[config.mk]
export PLATFORM = sky130hd
export DESIGN_NAME = cpu_run_ctrl
export DESIGN_NICKNAME = d
export VERILOG_FILES = /design/src/rtl/cpu_run_ctrl_pkg.sv /design/src/rtl/cpu_run_ctrl_run_cnt.sv /design/src/rtl/cpu_run_ctrl.sv
export SDC_FILE = /design/constraint.sdc
export NUM_CORES = 1
export LEC_CHECK = 0
export CAP_MARGIN = 25
export CORE_ASPECT_RATIO = 2
export CORE_MARGIN = 3
export CORE_UTILIZATION = 46
export CTS_CLUSTER_SIZE = 25
export DETAILED_ROUTE_END_ITERATION = 10
export GPL_TIMING_DRIVEN = 1
export PLACE_DENSITY_LB_ADDON = 0.08
export SLEW_MARGIN = 20
export SYNTH_ARGS = -nofsm -noshare
export SYNTH_HDL_FRONTEND = slang
export SYNTH_HIERARCHICAL = 1
export SYNTH_SLANG_ARGS = --single-unit
export TNS_END_PERCENT = 5
[constraint.sdc]
create_clock -name clk -period 2.55 [get_ports clk]
set_clock_uncertainty 0.1 [all_clocks]
set_input_delay 0.765 -clock clk [delete_from_list [all_inputs] [get_ports clk]]
set_output_delay 0.765 -clock clk [all_outputs]
set_load 0.05 [all_outputs]
[src/rtl/cpu_run_ctrl_pkg.sv]
// ============================================================================
// cpu_run_pkg : shared types and constants for the mips run controller
// Revision    : 1.0
// ============================================================================
`default_nettype none

package cpu_run_pkg;

  typedef enum logic [2:0] {
    ST_IDLE    = 3'd0,
    ST_RESET   = 3'd1,
    ST_RUN     = 3'd2,
    ST_DRAIN   = 3'd3,
    ST_DONE    = 3'd4,
    ST_TIMEOUT = 3'd5
  } run_state_e;

  localparam logic [31:0] PC_RESET = 32'h3000;
  localparam logic [4:0]  GRF_ZERO = 5'd0;

  // Rotate-left-by-one, then fold in the destination register and the data.
  function automatic logic [31:0] wb_sig_next(input logic [31:0] sig,
                                              input logic [4:0]  addr,
                                              input logic [31:0] data);
    return {sig[30:0], sig[31]} ^ {addr, 27'b0} ^ data;
  endfunction

endpackage

`default_nettype wire

[src/rtl/cpu_run_ctrl_run_cnt.sv]
// ============================================================================
// run_cnt  : saturating up-counter with synchronous clear and enable
// Revision : 1.0
// ============================================================================
`default_nettype none

module run_cnt #(
  parameter int W = 32
) (
  input  logic         clk,
  input  logic         rst_n,
  input  logic         clr_i,
  input  logic         en_i,
  output logic [W-1:0] cnt_o
);

  logic [W-1:0] cnt_q, cnt_d;

  always_comb begin
    cnt_d = cnt_q;
    if (clr_i) begin
      cnt_d = '0;
    end else if (en_i && (cnt_q != '1)) begin
      cnt_d = cnt_q + 1'b1;
    end
  end

  always_ff @(posedge clk or negedge rst_n) begin
    if (!rst_n) begin
      cnt_q <= '0;
    end else begin
      cnt_q <= cnt_d;
    end
  end

  assign cnt_o = cnt_q;

endmodule

`default_nettype wire

[src/rtl/cpu_run_ctrl.sv]
// ============================================================================
// cpu_run_ctrl : reset sequencer and run monitor for the pipelined mips core
//                (write-back signature enabled by CPU_RUN_CTRL_WB_SIG_EN)
// Revision     : 1.0
// ============================================================================
`default_nettype none

module cpu_run_ctrl
  import cpu_run_pkg::*;
#(
  parameter int RST_CYCLES   = 2,
  parameter int DRAIN_CYCLES = 5,
  parameter int MAX_CYCLES   = 4096,
  parameter int CNT_W        = 32
) (
  input  logic             clk,
  input  logic             reset,
  input  logic             start,
  input  logic [31:0]      pc_end,
  input  logic [31:0]      pc_i,
  input  logic             wb_we,
  input  logic [4:0]       wb_addr,
  input  logic [31:0]      wb_data,
  output logic             core_reset,
  output logic             running,
  output logic             done,
  output logic             timeout,
  output logic [CNT_W-1:0] cycle_cnt,
  output logic [CNT_W-1:0] retire_cnt,
  output logic [31:0]      wb_sig
);

  localparam logic [63:0] MAX_M1 = 64'(MAX_CYCLES - 1);

  run_state_e  state_q, state_d;
  logic [31:0] phase_q, phase_d;
  logic [31:0] pc_end_q, pc_end_d;
  logic        core_reset_q, running_q, done_q, timeout_q;
  logic        in_run, budget_hit, retire, clr;

  assign in_run     = (state_q == ST_RUN) || (state_q == ST_DRAIN);
  // A budget that does not fit in CNT_W can never match, so no timeout.
  assign budget_hit = in_run && (64'(cycle_cnt) == MAX_M1);
  assign retire     = in_run && wb_we && (wb_addr != GRF_ZERO);

  always_comb begin
    state_d  = state_q;
    phase_d  = phase_q;
    pc_end_d = pc_end_q;
    clr      = 1'b0;
    case (state_q)
      ST_IDLE, ST_DONE, ST_TIMEOUT: begin
        if (start) begin
          state_d  = ST_RESET;
          phase_d  = '0;
          pc_end_d = pc_end;
          clr      = 1'b1;
        end
      end
      ST_RESET: begin
        if (phase_q == 32'(RST_CYCLES - 1)) begin
          state_d = ST_RUN;
          phase_d = '0;
        end else begin
          phase_d = phase_q + 32'd1;
        end
      end
      ST_RUN: begin
        if (budget_hit) begin
          state_d = ST_TIMEOUT;
        end else if (pc_i >= pc_end_q) begin
          state_d = ST_DRAIN;
          phase_d = '0;
        end
      end
      ST_DRAIN: begin
        if (budget_hit) begin
          state_d = ST_TIMEOUT;
        end else if (phase_q == 32'(DRAIN_CYCLES - 1)) begin
          state_d = ST_DONE;
        end else begin
          phase_d = phase_q + 32'd1;
        end
      end
      default: state_d = ST_IDLE;
    endcase
  end

  always_ff @(posedge clk or negedge reset) begin
    if (!reset) begin
      state_q      <= ST_IDLE;
      phase_q      <= '0;
      pc_end_q     <= PC_RESET;
      core_reset_q <= 1'b1;
      running_q    <= 1'b0;
      done_q       <= 1'b0;
      timeout_q    <= 1'b0;
    end else begin
      state_q      <= state_d;
      phase_q      <= phase_d;
      pc_end_q     <= pc_end_d;
      core_reset_q <= !((state_d == ST_RUN) || (state_d == ST_DRAIN));
      running_q    <= (state_d == ST_RUN) || (state_d == ST_DRAIN);
      done_q       <= (state_d == ST_DONE);
      timeout_q    <= (state_d == ST_TIMEOUT);
    end
  end

  // The final edge into TIMEOUT does not count, leaving cycle_cnt at MAX_CYCLES-1.
  run_cnt #(.W(CNT_W)) u_cycle_cnt (
    .clk   (clk),
    .rst_n (reset),
    .clr_i (clr),
    .en_i  (in_run && !budget_hit),
    .cnt_o (cycle_cnt)
  );

  run_cnt #(.W(CNT_W)) u_retire_cnt (
    .clk   (clk),
    .rst_n (reset),
    .clr_i (clr),
    .en_i  (retire),
    .cnt_o (retire_cnt)
  );

`ifdef CPU_RUN_CTRL_WB_SIG_EN
  logic [31:0] sig_q, sig_d;

  always_comb begin
    sig_d = sig_q;
    if (clr) begin
      sig_d = '0;
    end else if (retire) begin
      sig_d = wb_sig_next(sig_q, wb_addr, wb_data);
    end
  end

  always_ff @(posedge clk or negedge reset) begin
    if (!reset) begin
      sig_q <= '0;
    end else begin
      sig_q <= sig_d;
    end
  end

  assign wb_sig = sig_q;
`else
  logic unused_wb_data;
  assign unused_wb_data = ^wb_data;
  assign wb_sig         = 32'h0;
`endif

  assign core_reset = core_reset_q;
  assign running    = running_q;
  assign done       = done_q;
  assign timeout    = timeout_q;

endmodule

`default_nettype wire

Yosys cells after proc, flatten, opt, wreduce, memory -nomap -nowiden
Cells that the tools add are included.
{"block": "op_classes", "n_mux": 20, "eq_ne": 19, "addsub": 3, "magnitude_cmp": 1, "reduce_logical": 18}
{"op": "$mux W32", "n": 10}
{"op": "$pmux W32 S4", "n": 1}
{"op": "$add A32 B1 Y32 const B", "n": 3}
{"op": "$ne A32 B32 Y1 const B", "n": 2}
{"op": "$eq A32 B1 Y1 const B", "n": 1}
{"op": "$eq A32 B12 Y1 const B", "n": 1}
{"op": "$eq A32 B3 Y1 const B", "n": 1}
{"op": "$ge A32 B32 Y1", "n": 1}
{"op": "$mux W3", "n": 6}
{"op": "$eq A3 B2 Y1 const B", "n": 4}
{"op": "$eq A3 B3 Y1 const B", "n": 4}
{"op": "$pmux W3 S4", "n": 1}
{"op": "$ne A2 B2 Y1 const B", "n": 4}
{"op": "$logic_and A1 B1 Y1", "n": 6}
{"op": "$reduce_and A6 Y1", "n": 1}
{"op": "$reduce_bool A5 Y1", "n": 1}
{"op": "$reduce_bool A2 Y1", "n": 2}
{"op": "$reduce_bool A4 Y1", "n": 1}
{"op": "$eq A3 B1 Y1 const B", "n": 1}
{"op": "$logic_not A3 Y1", "n": 1}
{"op": "$reduce_or A3 Y1", "n": 1}
{"op": "$logic_not A1 Y1", "n": 2}
{"op": "$logic_or A1 B1 Y1", "n": 2}
{"op": "$mux W1", "n": 2}
{"op": "2 further kinds", "n": 2}
{"block": "totals", "reg_bits": 135, "elab_cells": 70, "in_bits": 105, "output_inout_bits": 100}

Logic depth before layout (Yosys ltp)
Gate-level depths: netlist (run 1).
{"block": "logic_depth", "word_depth": 8, "mapped_depth": 11, "mapped_depth_nobuf": 9}

By module
Netlist (run 1), hierarchy kept.
{"module": "cpu_run_ctrl", "seq_area_each_um2": 1780.5, "area_each_um2": 4600.7, "instances": 1, "cells_each": 530}
{"module": "run_cnt", "seq_area_each_um2": 800.8, "area_each_um2": 1854.3, "instances": 2, "cells_each": 198}

Worst setup path before layout (run 1)
OpenSTA, ideal clock, no wires.
{"block": "synth_timing", "path_kind": "input-to-reg", "from": "input pc_i[5]", "to": "register phase_q[16]", "stages": 9, "path_buffers": 1, "setup_ns": 0.130, "arrival_time_ns": 2.733, "required_ns": 2.320, "setup_slack_ns": -0.413, "cell_sequence": "ha_1 > a21o_1 > a221oi_1 > o21ai_0 > a311o_1 > a221oi_4 > or2_1 > buf_4 > o22ai_1"}
{"block": "synth_via", "elab_chain_len": 3}
{"item": "start, declared", "line": "cpu_run_ctrl.sv:20", "text": "input logic [31:0] pc_i,"}
{"item": "$ge A32 B32 Y1", "line": "cpu_run_ctrl.sv:71", "text": "end else if (pc_i >= pc_end_q) begin"}
{"item": "$ne A2 B1 Y1 (no source line)"}
{"item": "$reduce_and A6 Y1 (no source line)"}
{"item": "end signal, assigned", "line": "cpu_run_ctrl.sv:100", "text": "phase_q <= phase_d;"}
{"item": "end, declared", "line": "cpu_run_ctrl.sv:36", "text": "logic [31:0] phase_q, phase_d;"}
No other way between the ends.
A chain may end at the register's enable or synchronous reset.

Final worst setup path (run 1)
{"block": "layout_timing", "from": "input pc_i[13]", "to": "register phase_q[4]"}
The elaborated chain is that of the path after synthesis.

==> results.json, run 1 <==
{
  "startpoint": "pc_i[13]",
  "slowest_delay_ns": 0.40,
  "clock_latency_ns": 0.44,
  "p_leak_nw": 5.503,
  "drc": 0,
  "overflow": 0,
  "regArea_um2": 3410,
  "r2r-end": "phase_q[4]$_DFFE_PN0P_",
  "start_util_pct": 47.41,
  "dp.cells": 1355,
  "wire_per_inst_um": 17.54,
  "coreArea_um2": 17530,
  "port_buffers": 140,
  "dr.first_iter.drc_count": 234,
  "min_period_ns": 2.830,
  "die_y_um": 196.1,
  "grt_use_met2_pct": 47.30,
  "grt.met1_usage_pct": 25.89,
  "ys_types": 58,
  "dr.pass1.iters": 4,
  "finalSetupTns_ns": -7.331,
  "cap_violations": 0,
  "p_clk_share_pct": 23.9,
  "synth-edff-count": 0,
  "setup_viol": 47,
  "start_kind": "primary input",
  "clockRootBuffer": "clkbuf_16",
  "synth_seq_cells": 135,
  "cp-end-kind": "register",
  "hold_buffers": 0,
  "reg2reg_slack_ns": -0.28,
  "die-area_um2": 19810,
  "io_pins": 205,
  "cp_max_fo": 8,
  "async_reset_ff_share_pct": 100.0,
  "netSwitchingPower_mw": 4.279,
  "tightestPinTransition_ns": 0.6407,
  "final_common_cell": "buf_4",
  "rows": 68,
  "yosys_most_used_dff": "dfrtp_1",
  "cp_cell_sequence": "clkdlybuf4s15_2 > ha_4 > nand4_1 > nor2_2 > a211o_1 > a311o_1 > a221oi_4 > buf_6 > buf_12 > buf_12 > o31ai_1 > o31ai_1",
  "grtUsageTotal_pct": 24.79,
  "intPower_mw": 6.365,
  "slowest_stage": "a311o_1",
  "power_frac_seq_pct": 26.6,
  "ant_nets": 0,
  "criticalPathCategory": "primary input to register",
  "postSynthCellCount": 926,
  "area_growth_pct": 48.11,
  "crit_required_ns": 2.78,
  "multiInputGateArea_um2": 5288,
  "grt_pass1_wl_um": 39190,
  "reg2regPathDepth": 12,
  "ys_seq_area_share_pct": 40.70,
  "grt_max_degree": 51,
  "htreeDepth": 4,
  "grt_busiest_layer": "met2",
  "routed_wl_um": 24610,
  "cts_buffers": 17,
  "layout_common_cells": "buf_4, dfrtp_1, nor2_1, nand2_1, dlygate4sd2_1",
  "via_count": 7913,
  "fin_crit_sh_pct": 111.0,
  "switching_share_pct": 40.20,
  "fin_nets": 1321,
  "drv_slew": 0,
  "hold_viol": 0,
  "p_per_area_nw_per_um2": 864.9,
  "ir_worst_vdd_uv": 571.1,
  "drive_gt1_share_pct": 29.61,
  "violations": "setup timing",
  "grt_pass1_vias": 8207,
  "yosysWarningCount": 6,
  "slew_headroom_pct": 56.93,
  "rsz0062_at_grt": "yes",
  "synth_area_um2": 8309,
  "cp_data_arrival_time_ns": 3.06,
  "grtUsageMet3_pct": 4.235,
  "comb_power_share_pct": 49.5,
  "gp_congestion": 0.8558,
  "clk_pin_slew_ns": 0.06,
  "numClockSinks": 135,
  "fp.dieW_um": 101.0,
  "cts_buffer_depth": 2,
  "fillCellCount": 1386,
  "postSynthAreaPerCell_um2": 8.973,
  "antenna_found_initial": 1,
  "fin_cells": 1403,
  "r2r-start": "pc_end_q[13]$_DFFE_PN1P_",
  "cts_tree": "built",
  "fmax_ghz": 0.3533,
  "outcome": "complete, but fails checks",
  "viasPerCell": 5.640,
  "layout_setup_ws_ns": -0.2803,
  "min-delay-path-class": "primary input to async pin",
  "dp_hpwl_um": 17510
}
## registers in the layout, indices dropped and copies added (netlist names), 3 cells and up
| register | count |
|---|---|
| pc_end_q | 32 |
| phase_q | 32 |
| state_q | 3 |
| u_cycle_cnt/cnt_o | 32 |
| u_retire_cnt/cnt_o | 32 |
## metrics by stage
step	hold slack (ns)	setup WS, ns	utilization [%]	cell area [µm²]	power [mW]
floorplan	0.3694	-0.1542	-	8815	5.756
global placement	0.4246	-0.8497	63.23	11080	7.356
detailed placement	0.4215	-0.8959	63.23	11080	7.461
CTS	0.1800	-0.3075	68.19	11950	10.40
global route	0.1870	-0.3807	70.22	12310	11.31
finish	0.1590	-0.2803	70.22	12310	10.64
## power groups by stage
| stage | combinational, mW | clock, mW | sequential, mW |
|---|---|---|---|
| global placement | 4.51 | 0 | 2.85 |
| global route | 5.74 | 2.68 | 2.89 |
| detailed placement | 4.60 | 0 | 2.86 |
| CTS | 4.99 | 2.57 | 2.83 |
| floorplan | 2.34 | 0 | 3.42 |
| finish | 5.27 | 2.54 | 2.84 |
## routing by layer
metal / wire [µm] / up-vias / share of wire, %
li1: - / 3811 / -
met1: 9106 / 3865 / 37
met2: 13820 / 185 / 56
met3: 858 / 52 / 3.5
met4: 820 / 0 / 3.3
met5: 0 / - / 0
## worst max-delay path, delay by kind of cell
kind | cells | cell delay (ns)
AOI/OAI and AO/OA | 5 | 1.20
adders and majority gates | 1 | 0.25
buffers and inverters | 4 | 0.63
and+or+nand+nor | 2 | 0.21
## timing repair
item,in CTS,in global routing
pin swaps,25,33
gates resized for setup,134,91
cloned,3,0
buffers inserted,8,6
endpoints found under the setup margin,133,97
## kinds of logic after synthesis
group	count (synthesis)	synth area share (%)
XOR/XNOR	26	2.741
adder cells (fa/ha/maj)	37	5.571
buffers and inverters	132	7.785
AND/OR/NAND/NOR	372	24.12
AO/OA/AOI/OAI	208	16.94
multiplexers	15	2.093
flip-flops	135	40.70
other	1	0.04513
## worst max path at each step
stage,endpoint,slack [ns]
3_3_place_gp,phase_q[24]$_DFFE_PN0P_,-0.85
5_1_grt,phase_q[4]$_DFFE_PN0P_,-0.38
3_5_place_dp,phase_q[26]$_DFFE_PN0P_,-0.90
6_report,phase_q[4]$_DFFE_PN0P_,-0.28
2_1_floorplan,phase_q[31]$_DFFE_PN0P_,-0.15
4_1_cts,phase_q[30]$_DFFE_PN0P_,-0.31
## cells in the mapped netlist, drive strengths merged, types with 2 or more instances
| master | instances | area share, % |
|---|---|---|
| a211oi | 14 | 1.3 |
| a21o | 8 | 0.72 |
| a21oi | 42 | 2.5 |
| a221oi | 3 | 0.53 |
| a31o | 4 | 0.42 |
| a31oi | 12 | 1.3 |
| a41oi | 4 | 0.42 |
| and2 | 10 | 0.75 |
| and3 | 22 | 1.8 |
| and4 | 6 | 0.63 |
| and4bb | 2 | 0.30 |
| buf | 45 | 3.9 |
| clkbuf | 31 | 1.4 |
| dfrtp | 132 | 40 |
| dfstp | 3 | 0.95 |
| ha | 37 | 5.6 |
| inv | 56 | 2.5 |
| mux2 | 13 | 1.9 |
| mux2i | 2 | 0.24 |
| nand2 | 77 | 3.5 |
| nand2b | 10 | 0.75 |
| nand3 | 43 | 2.7 |
| nand3b | 3 | 0.27 |
| nand4 | 30 | 2.4 |
| nand4b | 3 | 0.32 |
| nor2 | 80 | 3.6 |
| nor2b | 17 | 1.3 |
| nor3 | 20 | 1.3 |
| nor4 | 28 | 2.8 |
| o211a | 2 | 0.24 |
| o21ai | 51 | 3.1 |
| o31ai | 52 | 4.7 |
| o41ai | 10 | 1.1 |
| or3 | 11 | 0.83 |
| or4 | 8 | 0.72 |
| xnor2 | 20 | 2.1 |
| xor2 | 6 | 0.63 |
## final cells by class
class,instances,share of cell area (%)
Inverter,56,1.728
Sequential cell,135,27.70
Clock buffer,23,3.802
Clock inverter,9,1.037
Antenna cell,1,0.02033
Timing Repair Buffer,279,20.61
Multi-Input combinational cell,690,42.96
Tap cell,210,2.135
(Power assumes the default switching activity.)
==> inputs of run 2 (changes only) <==
CORE_MARGIN = unset   (was 3)
CTS_BUF_LIST = sky130_fd_sc_hd__clkbuf_16   (was unset)
==> results.json, run 2 (synthesis results as in run 1) <==
{
  "cap_violations": 0,
  "htreeDepth": 4,
  "tightestPinTransition_ns": 0.6275,
  "routed_wl_um": 23650,
  "place_ws_ns": -0.9317,
  "dp.cells": 1353,
  "numClockSinks": 135,
  "fin_util_pct": 68.22,
  "min_period_ns": 2.723,
  "violations": "setup timing",
  "hold_viol": 0,
  "fp.dieW_um": 97.04,
  "port_buffers": 140,
  "dp_hpwl_um": 17190,
  "r2r-start": "pc_end_q[13]$_DFFE_PN1P_",
  "cp-end-kind": "register",
  "cp_data_arrival_time_ns": 2.93,
  "drc": 0,
  "coreArea_um2": 17700,
  "io_pins": 205,
  "fin_cells": 1405,
  "grt_max_degree": 46,
  "area_growth_pct": 45.31,
  "fin_nets": 1320,
  "drive_gt1_share_pct": 27.62,
  "multiInputGateArea_um2": 5089,
  "dr.first_iter.drc_count": 241,
  "cts_buffer_depth": 2,
  "via_count": 7868,
  "dr.pass1.iters": 5,
  "reg2regPathDepth": 11,
  "hold_buffers": 0,
  "ir_worst_vdd_uv": 721.6,
  "die_y_um": 192.1,
  "start_kind": "primary input",
  "grt_pass1_wl_um": 38560,
  "rsz0062_at_grt": "yes",
  "drv_slew": 0,
  "clockRootBuffer": "clkbuf_16",
  "fin_crit_sh_pct": 106.8,
  "slew_headroom_pct": 57.82,
  "ant_nets": 0,
  "wl_met3_um": 677,
  "finalSetupTns_ns": -5.105,
  "fin_area_um2": 12070,
  "placed_area_um2": 11050,
  "antenna_found_initial": 1,
  "wire_per_inst_um": 16.83,
  "maxUsedRoutingLayer": "met4",
  "final_common_cell": "buf_4",
  "p_total_mw": 10.36,
  "cp_max_fo": 4,
  "start_util_pct": 46.95,
  "intPower_mw": 6.236,
  "timing.hold.ws_ns": 0.1497,
  "comb_power_share_pct": 49.6,
  "power_frac_seq_pct": 27.4,
  "cts_tree": "built",
  "gp_congestion": 0.8512,
  "grt_pass1_vias": 8048,
  "min-delay-path-class": "primary input to async pin",
  "criticalPathCategory": "primary input to register",
  "outcome": "complete, but fails checks",
  "die-area_um2": 18640,
  "crit_required_ns": 2.75,
  "layout_common_cells": "buf_4, dfrtp_1, nor2_1, nand2_1, inv_1",
  "rows": 69,
  "switching_share_pct": 39.80,
  "met1_length_um": 9055,
  "p_clk_share_pct": 23.0,
  "netSwitchingPower_mw": 4.123,
  "grtUsageTotal_pct": 25.90,
  "r2r-end": "phase_q[16]$_DFFE_PN0P_",
  "p_per_area_nw_per_um2": 857.9,
  "p_leak_nw": 5.553,
  "setup_viol": 48,
  "regArea_um2": 3410,
  "viasPerCell": 5.600,
  "dr_wl_met2_um": 13090,
  "fmax_ghz": 0.3673,
  "overflow": 0,
  "fillCellCount": 1429,
  "cts_buffers": 17,
  "clock_latency_ns": 0.42,
  "reg2reg_slack_ns": -0.15,
  "layout_setup_ws_ns": -0.1725,
  "clk_pin_slew_ns": 0.06
}
==> run 2: cell types whose count changed in the layout (fill, tap and decap cells not counted), sizes merged, moves of 2 or more <==
| cell | delta |
|---|---|
| inv | +3 |
| clkinv | +5 |
| clkbuf | -12 |
| buf | +7 |
| dlygate4sd2 | -5 |
| clkdlybuf4s50 | +2 |
| dlymetal6s2s | +2 |
==> run 2: per-layer routing <==
layer,GRT usage [%],up-vias
met5,0,-
met4,14.35,0
met3,3.748,49
met2,49.16,198
met1,26.96,3819
li1,-,3802
==> run 2: layout make-up <==
| class | count | area share [%] |
|---|---|---|
| diodes | 1 | 0.02073 |
| clock buffers | 17 | 3.523 |
| clock inverters | 15 | 1.130 |
| inverters | 56 | 1.741 |
| multi-input cells | 690 | 42.15 |
| flip-flops and latches | 135 | 28.24 |
| well taps | 213 | 2.207 |
| repair buffers | 278 | 20.99 |
==> run 2: worst max-delay path, cell delays in order <==
cell and delay (ns):
clkdlybuf4s15_1 0.16, ha_1 0.30, nand4_1 0.15, buf_4 0.15, nor4_4 0.03, a221oi_2 0.33, nand2_1 0.16, a221oi_4 0.33
or2_4 0.20, buf_12 0.13, clkbuf_16 0.14, o22ai_1 0.08
==> run 2: worst max-delay path by stage <==
stage / from / end / slack [ns]
2_1_floorplan: pc_i[13] / phase_q[31]$_DFFE_PN0P_ / -0.15
3_3_place_gp: pc_i[26] / phase_q[6]$_DFFE_PN0P_ / -0.88
3_5_place_dp: pc_i[26] / phase_q[6]$_DFFE_PN0P_ / -0.93
4_1_cts: pc_end_q[13]$_DFFE_PN1P_ / phase_q[13]$_DFFE_PN0P_ / -0.23
5_1_grt: pc_i[20] / timeout$_DFF_PN0_ / -0.32
6_report: pc_i[20] / phase_q[16]$_DFFE_PN0P_ / -0.17
==> run 2: what timing repair did <==
action | 4_1_cts | 5_1_grt
pin swaps | 28 | 17
setup buffers | 14 | 2
endpoints found under the hold margin | 0 | 0
cloned | 2 | 1
resized for setup | 144 | 48
setup endpoints to repair | 122 | 92
==> run 2: power groups by stage <==
stage | clock (mW) | combinational, mW | sequential, mW
2_1_floorplan | 0 | 2.34 | 3.42
3_3_place_gp | 0 | 4.41 | 2.86
3_5_place_dp | 0 | 4.47 | 2.87
4_1_cts | 2.42 | 4.90 | 2.84
5_1_grt | 2.50 | 5.60 | 2.89
6_report | 2.38 | 5.13 | 2.84
==> inputs of run 3 (changes only) <==
ABC_AREA = 1   (was unset)
CORE_UTILIZATION = 47   (was 46)
==> results.json, run 3 <==
{
  "outcome": "completed",
  "hold_buffers": 0,
  "synth_mux_area_share_pct": 0.1156,
  "fin_cells": 1874,
  "netlist_top_cells_area": "dfrtp_1, nand2_1, nor2_1, nand3_1, inv_1",
  "area_growth_pct": 25.22,
  "slowest_delay_ns": 0.82,
  "grt_pass1_vias": 9402,
  "fp.dieW_um": 103.8,
  "grt_busiest_layer": "met2",
  "synth_top_family_by_area": "simple AND/OR/NAND/NOR gates",
  "dp.cells": 1838,
  "yosys_most_used_dff": "dfrtp_1",
  "synth_top_cell_by_area": "dfrtp_1",
  "grtUsageTotal_pct": 26.72,
  "fmax_ghz": 0.3995,
  "crit_required_ns": 1.69,
  "path_buf_inv": 1,
  "power_frac_seq_pct": 28.9,
  "drv_slew": 0,
  "p_leak_nw": 5.949,
  "cap_violations": 0,
  "ant_nets": 0,
  "yosys.area_share.simple_pct": 38.91,
  "dr.first_iter.drc_count": 455,
  "yosys.area_share.adder_pct": 4.751,
  "die-area_um2": 21350,
  "p_per_area_nw_per_um2": 834.2,
  "ys_types": 42,
  "layout_common_cells": "nand2_1, nor2_1, inv_1, dfrtp_1, nand3_1",
  "synth-edff-count": 0,
  "cts_tree": "built",
  "postSynthAreaPerCell_um2": 6.776,
  "clock_latency_ns": 0.43,
  "cts_buffer_depth": 2,
  "slowest_stage": "clkdlybuf4s50_1",
  "cp_cell_sequence": "clkdlybuf4s50_1",
  "comb_power_share_pct": 45.5,
  "tightestPinTransition_ns": 0.6061,
  "synth_seq_cells": 135,
  "ir_worst_vdd_uv": 430.6,
  "cp_data_arrival_time_ns": 1.64,
  "grtUsageMet3_pct": 3.991,
  "setup_viol": 0,
  "post_cts_buffers": 0,
  "cts_buffers": 17,
  "yosysMostFrequentCell": "nand2_1",
  "final_common_cell": "nand2_1",
  "fin_nets": 1736,
  "grt_max_degree": 48,
  "synth_commonest_cells": "nand2_1, nor2_1, inv_1, dfrtp_1, nand3_1",
  "clk_pin_slew_ns": 0.06,
  "start_util_pct": 47.84,
  "rows": 74,
  "criticalPathCategory": "register to output port",
  "synth_area_um2": 9744,
  "fin_crit_sh_pct": 98.17,
  "synth_xor_area_share_pct": 4.135,
  "wire_per_inst_um": 15.03,
  "postSynthCellCount": 1438,
  "place_ws_ns": -0.4377,
  "min-delay-path-class": "primary input to async pin",
  "antenna_found_initial": 1,
  "worst_path_dominant_cell_family": "buffers and inverters",
  "routed_wl_um": 28160,
  "coreArea_um2": 20370,
  "die_y_um": 205.6,
  "numClockSinks": 135,
  "grt.met1_usage_pct": 26.93,
  "dp_hpwl_um": 20670,
  "min_period_ns": 2.503,
  "grt_use_met2_pct": 51.71,
  "dr.pass1.iters": 5,
  "drive_gt1_share_pct": 8.836,
  "gp_congestion": 0.9373,
  "yosysWarningCount": 6,
  "synth.top_cell.area_share_pct": 33.90,
  "cp_max_fo": 2,
  "viasPerCell": 5.093,
  "drc": 0,
  "start_kind": "register",
  "intPower_mw": 5.821,
  "synth_compound_area_share_pct": 6.613,
  "switching_share_pct": 42.82,
  "netSwitchingPower_mw": 4.358,
  "p_clk_share_pct": 25.6,
  "overflow": 0,
  "clockRootBuffer": "clkbuf_16",
  "fin_util_pct": 59.90,
  "port_buffers": 140,
  "grt_pass1_wl_um": 44850,
  "via_count": 9545,
  "layout_setup_ws_ns": 0.04671,
  "htreeDepth": 4,
  "io_pins": 205,
  "cp-end-kind": "output port",
  "ys_seq_area_share_pct": 34.71,
  "hold_viol": 0,
  "async_reset_ff_share_pct": 100.0,
  "slew_headroom_pct": 59.44
}
==> run 3: cell count changes after synthesis, sizes merged, moves of 32 or more <==
cell   delta
nand2   +420
nor2    +112
inv      +97
nand3    +73
o31ai    -52
xor2     +32
==> run 3: routing by layer <==
metal	routed length, µm	share of wire [%]
met1	10720	38
met2	15290	54
met3	1130	4.0
met4	1021	3.6
met5	0	0
==> run 3: power by group through the flow <==
stage                     combinational, mW  sequential (mW)  clock, mW
after floorplan                        2.46             3.42          0
after global placement                 4.25             2.97          0
after detailed placement               4.32             2.98          0
after CTS                              4.28             2.94       2.66
after global routing                   5.09             2.99       2.76
final                                  4.63             2.94       2.61
==> run 3: cells by family after synthesis <==
| logic type | Yosys count |
|---|---|
| fa+ha+maj | 37 |
| buf+inv | 223 |
| flops | 135 |
| simple gates | 871 |
| xor+xnor | 46 |
| other cells | 1 |
| mux | 1 |
| compound gates | 124 |
==> run 3: path summary, 6_finish.rpt <==
| kind | startpoint | end | slack (ns) | depth (start not counted) |
|---|---|---|---|---|
| hold / removal | reset | pc_end_q[6]$_DFFE_PN0P_ | 0.16 | 1 |
| setup / recovery | u_retire_cnt/cnt_o[3]$_DFFE_PN0P_ | retire_cnt[3] | 0.05 | 1 |
| max in group asynchronous | reset | u_retire_cnt/cnt_o[23]$_DFFE_PN0P_ | 1.52 | 2 |
| min in group clk | pc_end_q[12]$_DFFE_PN1P_ | pc_end_q[12]$_DFFE_PN1P_ | 0.41 | 2 |
| hold reg to reg | pc_end_q[12]$_DFFE_PN1P_ | pc_end_q[12]$_DFFE_PN1P_ | 0.41 | 2 |
| setup reg to reg | pc_end_q[13]$_DFFE_PN1P_ | phase_q[15]$_DFFE_PN0P_ | 0.31 | 16 |
==> run 3: through the flow <==
step	hold WS, ns	cell area [µm²]	power (mW)	TNS, ns
6_report	0.1614	12200	10.18	0
2_1_floorplan	0.3633	9861	5.880	0
3_5_place_dp	0.3922	11480	7.301	-17.68
3_3_place_gp	0.3855	11480	7.219	-16.53
4_1_cts	0.1699	12030	9.883	0
5_1_grt	0.1854	12200	10.84	-0.0001135
==> run 3: cell type report <==
| cell class | count | area [µm²] |
|---|---|---|
| inverter | 153 | 575.6 |
| multi-input combinational | 1111 | 5534 |
| tap | 266 | 332.8 |
| antenna | 1 | 2.502 |
| clock inverter | 15 | 185.2 |
| clock buffer | 17 | 425.4 |
| fill | 1968 | 8168 |
| sequential | 135 | 3382 |
| timing repair buffer | 176 | 1764 |
==> run 3: timing repair <==
item,4_1_cts,5_1_grt
endpoints found under the hold margin,0,0
resized for setup,54,23
setup endpoints to repair,54,33
pin swaps,0,20
gates cloned,0,3
